===== config.mk =====
export PLATFORM = sky130hd
export DESIGN_NAME = serial_bit_demux
export DESIGN_NICKNAME = d
export VERILOG_FILES = /design/src/rtl/cpu_pkg.sv /design/src/rtl/bit_index_decoder.sv /design/src/rtl/serial_bit_demux.sv
export SDC_FILE = /design/constraint.sdc
export NUM_CORES = 1
export LEC_CHECK = 0
export BUFFER_PORTS_ARGS = -buffer_cell sky130_fd_sc_hd__buf_4
export CAP_MARGIN = 15
export CORE_ASPECT_RATIO = 1.5
export CORE_UTILIZATION = 35
export DETAILED_ROUTE_END_ITERATION = 6
export PLACE_DENSITY_LB_ADDON = 0.1
export SYNTH_ARGS = -nofsm -noshare
export SYNTH_HDL_FRONTEND = slang
export SYNTH_HIERARCHICAL = 1
export SYNTH_SLANG_ARGS = --single-unit

===== constraint.sdc =====
create_clock -name clk -period 2.35 [get_ports clk]
set_clock_uncertainty 0.15 [all_clocks]
set_input_delay 0.1175 -clock clk [delete_from_list [all_inputs] [get_ports clk]]
set_output_delay 0.1175 -clock clk [all_outputs]
set_load 0.01 [all_outputs]

===== src/rtl/cpu_pkg.sv =====
// Shared definitions for the serial bit demultiplexer and its word-assembly datapath.
package cpu_pkg;

  localparam int SERIAL_WORD_W = 8;

  typedef enum logic {COLLECT, HOLD} demux_state_t;

  typedef logic [SERIAL_WORD_W-1:0] serial_word_t;

endpackage


===== src/rtl/bit_index_decoder.sv =====
// Turns a bit index into a one-hot write strobe: the write-side inverse of an N:1 select tree.
module bit_index_decoder #(
  parameter  int N     = 8,
  localparam int IDX_W = $clog2(N)
) (
  input  logic [IDX_W-1:0] idx_i,
  input  logic             en_i,
  output logic [N-1:0]     strobe_o
);

  always_comb begin
    strobe_o = '0;
    if (en_i) begin
      strobe_o[idx_i] = 1'b1;
    end
  end

endmodule


===== src/rtl/serial_bit_demux.sv =====
// Serial-to-parallel demultiplexer: steers LSB-first bits into a word and presents it on valid/ready.
module serial_bit_demux
  import cpu_pkg::*;
#(
  parameter  int N     = SERIAL_WORD_W,
  localparam int IDX_W = $clog2(N)
) (
  input  logic             clk,
  input  logic             reset,
  input  logic             flush,
  input  logic             in_valid,
  input  logic             in_bit,
  output logic             in_ready,
  output logic [IDX_W-1:0] bit_index,
  output logic             out_valid,
  output logic [N-1:0]     out_word,
  input  logic             out_ready
);

  demux_state_t     state_q;
  logic [IDX_W-1:0] idx_q;
  logic [N-1:0]     word_q;
  logic [N-1:0]     word_d;
  logic [N-1:0]     strobe;
  logic             valid_q;
  logic             accept;
  logic             last_bit;

  // A held word only frees the input once the sink takes it, enabling back-to-back words.
  assign in_ready = !flush && (state_q == COLLECT || out_ready);
  assign accept   = in_valid && in_ready;
  assign last_bit = (idx_q == IDX_W'(N - 1));

  bit_index_decoder #(
    .N(N)
  ) u_decoder (
    .idx_i   (idx_q),
    .en_i    (accept && (state_q == COLLECT)),
    .strobe_o(strobe)
  );

  assign word_d = (word_q & ~strobe) | ({N{in_bit}} & strobe);

  always_ff @(posedge clk or negedge reset) begin
    if (!reset) begin
      state_q <= COLLECT;
      idx_q   <= '0;
      word_q  <= '0;
      valid_q <= 1'b0;
    end else if (flush) begin
      state_q <= COLLECT;
      idx_q   <= '0;
      word_q  <= '0;
      valid_q <= 1'b0;
    end else begin
      case (state_q)
        COLLECT: begin
          if (accept) begin
            word_q <= word_d;
            idx_q  <= idx_q + IDX_W'(1);
            if (last_bit) begin
              valid_q <= 1'b1;
              state_q <= HOLD;
            end
          end
        end
        HOLD: begin
          if (out_ready) begin
            valid_q <= 1'b0;
            state_q <= COLLECT;
            // A bit accepted while the held word drains becomes bit 0 of the next word.
            if (accept) begin
              word_q <= {{(N-1){1'b0}}, in_bit};
              idx_q  <= IDX_W'(1);
            end else begin
              word_q <= '0;
              idx_q  <= '0;
            end
          end
        end
      endcase
    end
  end

  assign bit_index = idx_q;
  assign out_valid = valid_q;
  assign out_word  = word_q;

endmodule


==> flow_summary.yaml <==
outcome:
  status: "finished clean"
floorplanning:
  die_h_um: 60.6
  die_w_um: 41.1
  initial_utilization_pct: 38.1
  std_cell_rows: 20
  ioPinCount: 19
  core_area_mm2: 0.00210
  die_area_mm2: 0.00249
routing:
  avgViaCountPerCell: 5.42
  num_vias: 639
  wl_per_cell_um: 14.5
  drtPass1Iterations: 4
  first_iter_violations: 11
  remaining_drc_errors: 0
  routed_wl_mm: 1.72
  final_antenna_net_count: 0
synth:
  synthCells: 72
  synthArstFlopShare_pct: 100
  yosys_most_used_dff: "dfrtp_1"
  synth_nets: 80
  yosys-top-cells-area: "dfrtp_1 41%, a21bo_1 8.8%, a21oi_2 7.7%"
  synth_top_area_share_pct: 40.6
  yosysMostFrequentCell: "dfrtp_1"
  synth_top_area_cell: "dfrtp_1"
  yosys_warnings: 6
  netlist_area_um2: 801
  synth_edf_count: 0
  synth.avg_cell_area_um2: 11.1
  synth-seq-cells: 13
  yosys.cell_types.count: 27
  synth_common_cells: "13 x dfrtp_1, 8 x nand3_1, 7 x a21bo_1, 7 x a21oi_2"
  yosysSeqAreaShare_pct: 40.6
layout:
  final_core_util_pct: 48.3
  drive_above_1_share_pct: 38.5
  instances_no_fill: 118
  finalNetCount: 105
  design_area_mm2: 0.00102
  n_antenna_cell: 0
  area_growth_pct: 26.9
global_route:
  grt_use_total_pct: 17.7
  grt-ovfl-total: 0
  use_met3_pct: 2.20
  grt_pass1_wl_mm: 2.91
  grt_max_degree: 20
  grt-busiest-layer: "met1"
  grt_pass1_vias: 603
  gr-usage-met1_pct: 26.2
  antenna_found_initial: 0
  gr-usage-met2_pct: 24.1
timing:
  worst_pin_slew_ns: 0.502
  report.final.slew_viol_count: 0
  setup_ws_ns: 0.517
  fmax_mhz: 546
  slew_headroom_pct: 66.5
  min_period_ns: 1.83
  hold_slack_ns: 0.0183
  hold_viol: 0
  setup-violations-final: 0
  min_period_over_period_pct: 78.0
  tns_ns: 0
  rsz0062_at_grt: "false"
setup_path:
  cp.required_ns: 2.35
  crit_fanout: 8
  critPathKind: "flop to flop"
  crit_arrival_ns: 1.83
  cp_cell_sequence: "nor2b_2, nor2b_1, buf_4, nor4b_2, a21boi_0, a311oi_1, a311oi_1"
  critical-path-max-stage-delay_ns: 0.47
  crit_family: "simple AND/OR/NAND/NOR gates"
  r2r_end: "out_word[0]$_DFFE_PN0P_"
  regToRegStartpoint: "state_q$_DFF_PN0_"
  startpoint_type: "flop"
  startpoint: "state_q$_DFF_PN0_"
  crit_path_end_kind: "flop"
  crit_top_cell: "a311oi_1"
  r2r_slack_ns: 0.52
  r2r_cells: 7
  cp.buffers_inverters: 1
  crit_slowest_cell: "dfrtp_1"
power:
  irDropWorstVdd_mv: 0.211
  powerDensity_mw_per_mm2: 433
  p_leak_nw: 0.455
  power_mw: 0.440
min_path:
  hold_class: "input port to flop"
  holdPathStages: 3
  min_from: "in_valid"
  min_to: "out_word[0]$_DFFE_PN0P_"
clocking:
  post_cts_buffers: 0
  clock_path_buffers: 2
  cts.sinks: 13
  cts-root-buf: "clkbuf_4"
  clk_pin_slew_ns: 0.08
  numCtsBuffers: 3
  tritoncts: "done"
  cts_max_level: 1
  clk_latency_ns: 0.27
placed_design:
  placedCellCount: 110
  numPortBuffers: 18
  place_congestion: 0.677
  dpl.hpwl_mm: 1.19
  dp_slack_ns: 0.509
  placed_cell_area_um2: 950
run:
  cap_violations: 0
==> metal layers <==
layer | part of all wire (%) | wire length, µm
met3 | 2.4 | 42
met5 | 0 | 0
met2 | 50 | 861
met4 | 0.99 | 17
met1 | 46 | 794
==> worst reg2reg max path: cells and delay by family (launching register included) <==
| kind | cells | cell delay, ns |
|---|---|---|
| AND/OR/NAND/NOR | 3 | 0.50 |
| buffers and inverters | 1 | 0.14 |
| flip-flops | 1 | 0.47 |
| AO/OA/AOI/OAI | 3 | 0.46 |
==> sequential cells by signal (all words and copies together), names as in the netlist <==
register and cells:
bit_index 3, out_word 8, out_valid 1, state_q 1
==> where the power goes <==
part | internal [mW] | switching (mW) | leakage, nW | total [mW]
clock network | 0.0656 | 0.0727 | 0.0150 | 0.138
logic | 0.0309 | 0.0336 | 0.261 | 0.0645
registers | 0.227 | 0.00968 | 0.180 | 0.237
total | 0.324 | 0.116 | 0.455 | 0.440
==> cells in the final DEF (no fill, tap or decap), types with 3 or more instances in the layout <==
master         Yosys  final
nand3_1            8      8
dfrtp_1           13     13
clkbuf_4           0      3
a21oi_2            7      7
a21bo_1            7      7
buf_4              1     20
nand2_1            3      3
dlygate4sd3_1      0      4
nor2_1             4      4
a21oi_1            4      4
==> cells by family after synthesis <==
kind of cell             after synthesis  share of synthesized area [%]
flip-flops                            13                           40.6
buffers and inverters                  5                           4.06
AND/OR/NAND/NOR                       27                           23.6
AO/OA/AOI/OAI                         24                           27.3
multiplexers                           1                           1.25
adder cells (fa/ha/maj)                2                           3.12
==> worst max path at each step <==
stage                                    to  slack [ns]  cells past startpoint
global route        out_word[0]$_DFFE_PN0P_        0.41                      7
detailed placement  out_word[0]$_DFFE_PN0P_        0.51                      7
CTS                 out_word[0]$_DFFE_PN0P_        0.50                      7
global placement    out_word[0]$_DFFE_PN0P_        0.56                      7
finish              out_word[0]$_DFFE_PN0P_        0.52                      7
floorplan           out_word[0]$_DFFE_PN0P_        0.40                      7
==> final cells by class <==
cell class,instances,area (µm²)
sequential,13,325
fill,213,1090
tap,22,27.5
timing repair buffer,24,190
inverter,1,3.75
clock buffer,4,26.3
multi-input combinational,54,443
==> repair_timing <==
action | in CTS | in global routing
resized for setup | 0 | 0
endpoints found under the hold margin | 19 | 0
hold buffers | 4 | 0
(Power assumes the default switching activity.)
